<file path="src/rtl/datamem_pkg.sv">
// Shared types and defaults for the data-memory arbiter.
package datamem_pkg;

  localparam int unsigned DEF_AW       = 4;
  localparam int unsigned DEF_DW       = 8;
  localparam int unsigned DEF_MAX_HOLD = 8;

  // hold counter width covers the full legal MAX_HOLD range (2..255)
  localparam int unsigned HOLD_W = 8;

  localparam logic PORT0 = 1'b0;
  localparam logic PORT1 = 1'b1;

  typedef enum logic [1:0] {
    IDLE = 2'd0,
    OWN0 = 2'd1,
    OWN1 = 2'd2
  } arb_state_t;

endpackage

</file>
<file path="src/rtl/datamem_arb_fsm.sv">
// Grant FSM for the data-memory arbiter: owner state, hold counter and,
// with DATAMEM_ARB_RR_EN defined, the last-owner register used for
// round-robin. Without the macro, port 0 has fixed priority over port 1.
module datamem_arb_fsm
  import datamem_pkg::*;
#(
  parameter int unsigned MAX_HOLD = DEF_MAX_HOLD
) (
  input  logic clk,
  input  logic rst_n,
  input  logic i_req0,
  input  logic i_req1,
  input  logic i_lock0,
  input  logic i_lock1,
  output logic o_gnt0,
  output logic o_gnt1
);

  localparam logic [HOLD_W-1:0] HOLD_LIM = HOLD_W'(MAX_HOLD - 1);

  arb_state_t        r_state;
  arb_state_t        w_next;
  arb_state_t        w_idle_both;
  logic [HOLD_W-1:0] r_hold_cnt;
  logic              w_keep0;
  logic              w_keep1;
  logic              w_pri0;

  // an owner keeps the port while it locks and the hold limit is not reached
  assign w_keep0 = i_req0 && i_lock0 && (r_hold_cnt < HOLD_LIM);
  assign w_keep1 = i_req1 && i_lock1 && (r_hold_cnt < HOLD_LIM);

`ifdef DATAMEM_ARB_RR_EN
  logic r_last_owner;

  // remember which port entered ownership most recently
  always_ff @(posedge clk or negedge rst_n) begin
    if (!rst_n) begin
      r_last_owner <= PORT1;
    end else if (w_next != r_state) begin
      if (w_next == OWN0) begin
        r_last_owner <= PORT0;
      end else if (w_next == OWN1) begin
        r_last_owner <= PORT1;
      end
    end
  end

  assign w_idle_both = (r_last_owner == PORT0) ? OWN1 : OWN0;
  assign w_pri0      = 1'b0;
`else
  assign w_idle_both = OWN0;
  // fixed priority: an unlocked active port 0 is never displaced by port 1;
  // only the lock limit or dropping req0 hands the port over
  assign w_pri0      = i_req0 && !i_lock0;
`endif

  // state register
  always_ff @(posedge clk or negedge rst_n) begin
    if (!rst_n) begin
      r_state <= IDLE;
    end else begin
      r_state <= w_next;
    end
  end

  // hold counter: consecutive cycles in the same owner state, saturating
  always_ff @(posedge clk or negedge rst_n) begin
    if (!rst_n) begin
      r_hold_cnt <= '0;
    end else if ((w_next != r_state) || (r_state == IDLE)) begin
      r_hold_cnt <= '0;
    end else if (r_hold_cnt < HOLD_LIM) begin
      r_hold_cnt <= r_hold_cnt + 1'b1;
    end
  end

  // next-state selection from current requests and locks
  always_comb begin
    w_next = r_state;
    unique case (r_state)
      IDLE: begin
        if (i_req0 && i_req1) w_next = w_idle_both;
        else if (i_req0)      w_next = OWN0;
        else if (i_req1)      w_next = OWN1;
        else                  w_next = IDLE;
      end
      OWN0: begin
        if (w_keep0 || w_pri0) w_next = OWN0;
        else if (i_req1)       w_next = OWN1;
        else if (i_req0)       w_next = OWN0;
        else                   w_next = IDLE;
      end
      OWN1: begin
        if (w_keep1)     w_next = OWN1;
        else if (i_req0) w_next = OWN0;
        else if (i_req1) w_next = OWN1;
        else             w_next = IDLE;
      end
      default: w_next = IDLE;
    endcase
  end

  // grants decode directly from the registered state
  always_comb begin
    o_gnt0 = (r_state == OWN0);
    o_gnt1 = (r_state == OWN1);
  end

endmodule

</file>
<file path="src/rtl/datamem_arbiter.sv">
// Two-port arbiter for the 16x8 data memory: CPU load/store (port 0) and
// debug/DMA (port 1). Grant FSM lives in datamem_arb_fsm; this level muxes
// the memory port and registers read data with a one-cycle valid pulse.
// Define DATAMEM_ARB_RR_EN for round-robin; default is fixed priority.
module datamem_arbiter
  import datamem_pkg::*;
#(
  parameter int unsigned AW       = DEF_AW,
  parameter int unsigned DW       = DEF_DW,
  parameter int unsigned MAX_HOLD = DEF_MAX_HOLD
) (
  input  logic          clk,
  input  logic          rst_n,
  input  logic          req0,
  input  logic          we0,
  input  logic [AW-1:0] addr0,
  input  logic [DW-1:0] wdata0,
  input  logic          lock0,
  output logic          gnt0,
  output logic [DW-1:0] rdata0,
  output logic          rvalid0,
  input  logic          req1,
  input  logic          we1,
  input  logic [AW-1:0] addr1,
  input  logic [DW-1:0] wdata1,
  input  logic          lock1,
  output logic          gnt1,
  output logic [DW-1:0] rdata1,
  output logic          rvalid1,
  output logic          mem_en,
  output logic          mem_we,
  output logic [AW-1:0] mem_addr,
  output logic [DW-1:0] mem_din,
  input  logic [DW-1:0] mem_dout
);

  logic          w_acc0;
  logic          w_acc1;
  logic [DW-1:0] r_rdata0;
  logic [DW-1:0] r_rdata1;
  logic          r_rvalid0;
  logic          r_rvalid1;

  datamem_arb_fsm #(
    .MAX_HOLD (MAX_HOLD)
  ) u_fsm (
    .clk     (clk),
    .rst_n   (rst_n),
    .i_req0  (req0),
    .i_req1  (req1),
    .i_lock0 (lock0),
    .i_lock1 (lock1),
    .o_gnt0  (gnt0),
    .o_gnt1  (gnt1)
  );

  // an access happens only while the owner still requests
  assign w_acc0 = gnt0 && req0;
  assign w_acc1 = gnt1 && req1;

  // memory port mux: owner drives the bus, everything zero otherwise
  always_comb begin
    mem_en   = 1'b0;
    mem_we   = 1'b0;
    mem_addr = '0;
    mem_din  = '0;
    if (w_acc0) begin
      mem_en   = 1'b1;
      mem_we   = we0;
      mem_addr = addr0;
      mem_din  = wdata0;
    end else if (w_acc1) begin
      mem_en   = 1'b1;
      mem_we   = we1;
      mem_addr = addr1;
      mem_din  = wdata1;
    end
  end

  // capture read data at the end of each read access; valid pulses next cycle
  always_ff @(posedge clk or negedge rst_n) begin
    if (!rst_n) begin
      r_rdata0  <= '0;
      r_rdata1  <= '0;
      r_rvalid0 <= 1'b0;
      r_rvalid1 <= 1'b0;
    end else begin
      r_rvalid0 <= w_acc0 && !we0;
      r_rvalid1 <= w_acc1 && !we1;
      if (w_acc0 && !we0) r_rdata0 <= mem_dout;
      if (w_acc1 && !we1) r_rdata1 <= mem_dout;
    end
  end

  assign rdata0  = r_rdata0;
  assign rdata1  = r_rdata1;
  assign rvalid0 = r_rvalid0;
  assign rvalid1 = r_rvalid1;

endmodule
</file>
<file path="config.mk">
export PLATFORM = sky130hd
export DESIGN_NAME = datamem_arbiter
export DESIGN_NICKNAME = d
export VERILOG_FILES = /design/src/rtl/datamem_pkg.sv /design/src/rtl/datamem_arb_fsm.sv /design/src/rtl/datamem_arbiter.sv
export SDC_FILE = /design/constraint.sdc
export NUM_CORES = 1
export LEC_CHECK = 0
export CELL_PAD_IN_SITES_DETAIL_PLACEMENT = 1
export CELL_PAD_IN_SITES_GLOBAL_PLACEMENT = 1
export CORE_ASPECT_RATIO = 1.5
export CORE_MARGIN = 3
export CORE_UTILIZATION = 25
export CTS_CLUSTER_DIAMETER = 100
export DETAILED_ROUTE_END_ITERATION = 10
export GPL_ROUTABILITY_DRIVEN = 0
export PLACE_DENSITY_LB_ADDON = 0.2
export SYNTH_ARGS = -nofsm -noshare
export SYNTH_HDL_FRONTEND = slang
export SYNTH_SLANG_ARGS = --single-unit
</file>
<file path="constraint.sdc">
create_clock -name clk -period 1.5 [get_ports clk]
set_input_delay 0.3 -clock clk [delete_from_list [all_inputs] [get_ports clk]]
set_output_delay 0.3 -clock clk [all_outputs]
set_load 0.02 [all_outputs]
</file>
==> flow_summary.yaml, run 1 <==
sta:
  hold_viol: 0
  maxSlewViolCount: 0
  worstMarginPinSlew_ns: 0.3626
  fmax_mhz: 553.8
  slew_headroom: 0.7582
  setup_ws_ns: -0.3057
  clock_skew_ns: 0.002889
  setup_viol: 39
  min_period_ns: 1.806
  fin_crit_sh: 1.204
  grt_setup_unrepaired: "yes"
cells_and_area:
  stdcell_count: 275
  num-nets-final: 251
  final_cell_mix: "clkdlybuf4s50_1, dfrtp_1, buf_6"
  final_common_cell: "clkdlybuf4s50_1"
  drive_gt1_frac: 0.4689
  antenna_cells: 0
  area_growth_pct: 106.4
  num-fill-cells: 550
place:
  hpwl_um: 3521
  post-place-cells: 259
  numPortBuffers: 73
worst_setup_path:
  worst_path_most_repeated_cell: "buf_6"
  crit_type: "reg -> out"
  crit_chain: "nand2b_4 -> inv_4 -> and2_4 -> buf_6 -> a22o_4 -> buf_6"
  cp_num_buf_inv: 3
  worst_ep_required_time_ns: 1.20
  endpoint_kind: "output port"
  worstPathArrival_ns: 1.51
  critPathMaxStageDelay_ns: 0.46
  cp_slowest_cell: "dfrtp_2"
  cp-start-kind: "register"
  crit_fanout: 6
  cp_top_family: "flip-flops"
routing:
  route.detailed.drc: 0
  routed_wl_um: 4946
  routed_via_density: 4.738
  drt_first_pass_iters: 4
  ant_nets: 0
  wl_per_cell_um: 17.99
  drtIter0Drc: 48
  via_count: 1303
logic_synthesis:
  synth-main-ff-cell: "dfrtp_1"
  syn_area_mm2: 0.001291
  yosysTopAreaCellShare: 0.5426
  ys_types: 25
  ys_seq_area_frac: 0.5426
  synth_edf_count: 0
  ys.warnings.count: 0
  synth_seq_cells: 28
  avgSynthCellArea_um2: 12.54
  yosys.area.top_type: "dfrtp_1"
  synthArstFlopShare: 1.000
  syn_nets: 144
  yosys-top-cells-area: "dfrtp_1, mux2_2, a22o_1"
  synthCells: 103
worst_hold_path:
  hold_path_class: "in -> async"
pwr:
  total_power_uw: 2344
  p_leak_uw: 0.001283
  ir_drop_uv: 613.2
  power_density_mw_per_mm2: 879.7
cts:
  cts_root_buf: "clkbuf_8"
  cts_tree: "yes"
  cts.path.max_buffers: 2
  h-tree-depth: 1
  worstSkewPairLatency_ns: 0.27
  clk_pin_slew_ns: 0.09
  numCtsBuffers: 3
  clock-sinks: 28
global_routing:
  antenna_found_initial: 0
  track_usage: 0.1667
  grt_overflow: 0
  grt_pass1_wl_um: 7886
  grt_max_degree: 29
  grt_pass1_vias: 1542
run:
  max_cap_violations: 0
outcome:
  status: "finished with violations"
  failed_checks: "negative setup slack"
die:
  num_rows: 31
  die_h_um: 94.02
  dieArea_mm2: 0.006081
  initial_utilization: 0.2621
  io_pins: 74
  die_w_um: 64.68
  core-area_mm2: 0.004926
-- final cells by class --
cell class | count | area (um^2) | share of cell area
multi-input combinational | 73 | 823.3 | 0.3089
sequential | 28 | 701.9 | 0.2634
timing repair buffer | 102 | 992.2 | 0.3723
clock buffer | 4 | 55.05 | 0.02066
tap | 66 | 82.58 | 0.03099
inverter | 2 | 10.01 | 0.003756
-- per-layer routing --
layer	part of all wire	track usage
met4	0.018	0.05291
met3	0.059	0.03713
met2	0.56	0.3190
met5	0	0
met1	0.36	0.1768
-- sequential cells by signal (all words and copies together), names as in the netlist --
name and cells:
rdata0 8, rdata1 8, rvalid0 1, rvalid1 1
u_fsm.r_hold_cnt 8, u_fsm.r_state 2
-- path summary, 6_finish.rpt --
check	from	to	slack [ns]	cells after the start
worst min-delay path	rst_n	rdata0[5]$_DFFE_PN0P_	0.40	2
max in group asynchronous	rst_n	u_fsm.r_state[1]$_DFF_PN0_	0.80	2
min in group clk	rdata0[0]$_DFFE_PN0P_	rdata0[0]$_DFFE_PN0P_	0.52	1
worst max-delay path	u_fsm.r_state[1]$_DFF_PN0_	mem_din[1]	-0.31	6
worst max register to register	u_fsm.r_state[0]$_DFF_PN0_	rdata1[7]$_DFFE_PN0P_	-0.24	9
worst min register to register	rdata0[0]$_DFFE_PN0P_	rdata0[0]$_DFFE_PN0P_	0.52	1
-- cells by family after synthesis --
group                      share of synthesized area
muxes                                         0.1550
adders and majority gates                   0.009688
DFF                                           0.5426
xor gates and xnor gates                    0.006784
buffers and inverters                        0.01163
and+or+nand+nor                               0.1318
AOI/OAI and AO/OA                             0.1424
-- where the power goes --
group / switching, uW / total (uW) / leakage (uW) / internal (uW)
Sequential: 71.0 / 951 / 0.000355 / 880
Combinational: 419 / 929 / 0.000899 / 510
Clock: 229 / 464 / 0.0000288 / 235
-- synthesized netlist by cell type, types with 2 or more instances --
| cell | number |
|---|---|
| dfrtp_1 | 28 |
| mux2_2 | 16 |
| a22o_1 | 13 |
| nand2_1 | 7 |
| nor2_1 | 7 |
| and2_1 | 6 |
| a21oi_1 | 3 |
| and3_1 | 2 |
| clkbuf_1 | 2 |
| inv_1 | 2 |
| mux2i_1 | 2 |
| nor2_4 | 2 |
-- worst reg2reg max path, cell delays in order (launching register included) --
cell and delay (ns):
dfrtp_1 0.42, nand2b_4 0.16, inv_4 0.06, buf_4 0.10
buf_6 0.09, nand2_4 0.05, buf_6 0.11, nor2_4 0.16
clkbuf_16 0.17, mux2_4 0.29
-- what timing repair did --
action                     CTS  global route
resized for setup          136            13
pin swaps                    8            12
setup buffers                8             3
hold buffers                 0             0
setup endpoints to repair   59            42
cloned                       3             1
-- metrics by stage --
step / util / worst slack (ns) / setup TNS [ns] / instance area, um^2 / hold WS, ns
6_report: 0.5410 / -0.3057 / -7.942 / 2665 / 0.4039
2_1_floorplan: - / -0.05471 / -0.4080 / 1430 / 0.004409
3_5_place_dp: 0.4841 / -0.6908 / -18.54 / 2385 / 0.4976
5_1_grt: 0.5410 / -0.3703 / -10.95 / 2665 / 0.4207
4_1_cts: 0.5281 / -0.3184 / -7.738 / 2601 / 0.4282
3_3_place_gp: 0.4841 / -0.6531 / -17.29 / 2385 / 0.4916
Power figures use the tool's default switching activity.
==> inputs of run 2 (changes only) <==
--- a/config.mk
+++ b/config.mk
@@ -14,6 +14,7 @@
 export DETAILED_ROUTE_END_ITERATION = 10
 export GPL_ROUTABILITY_DRIVEN = 0
 export PLACE_DENSITY_LB_ADDON = 0.2
+export SLEW_MARGIN = 40
 export SYNTH_ARGS = -nofsm -noshare
 export SYNTH_HDL_FRONTEND = slang
 export SYNTH_SLANG_ARGS = --single-unit
==> results of run 2 <==
Final layout, timing and power as in run 1 (identical DEF).
==> inputs of run 3 (changes only) <==
--- a/config.mk
+++ b/config.mk
@@ -10,6 +10,7 @@
 export CORE_ASPECT_RATIO = 1.5
 export CORE_MARGIN = 3
 export CORE_UTILIZATION = 25
+export CTS_BUF_LIST = sky130_fd_sc_hd__clkbuf_2 sky130_fd_sc_hd__clkbuf_4 sky130_fd_sc_hd__clkbuf_8
 export CTS_CLUSTER_DIAMETER = 100
 export DETAILED_ROUTE_END_ITERATION = 10
 export GPL_ROUTABILITY_DRIVEN = 0
==> results of run 3 <==
Final layout, timing and power as in run 1 (identical DEF).
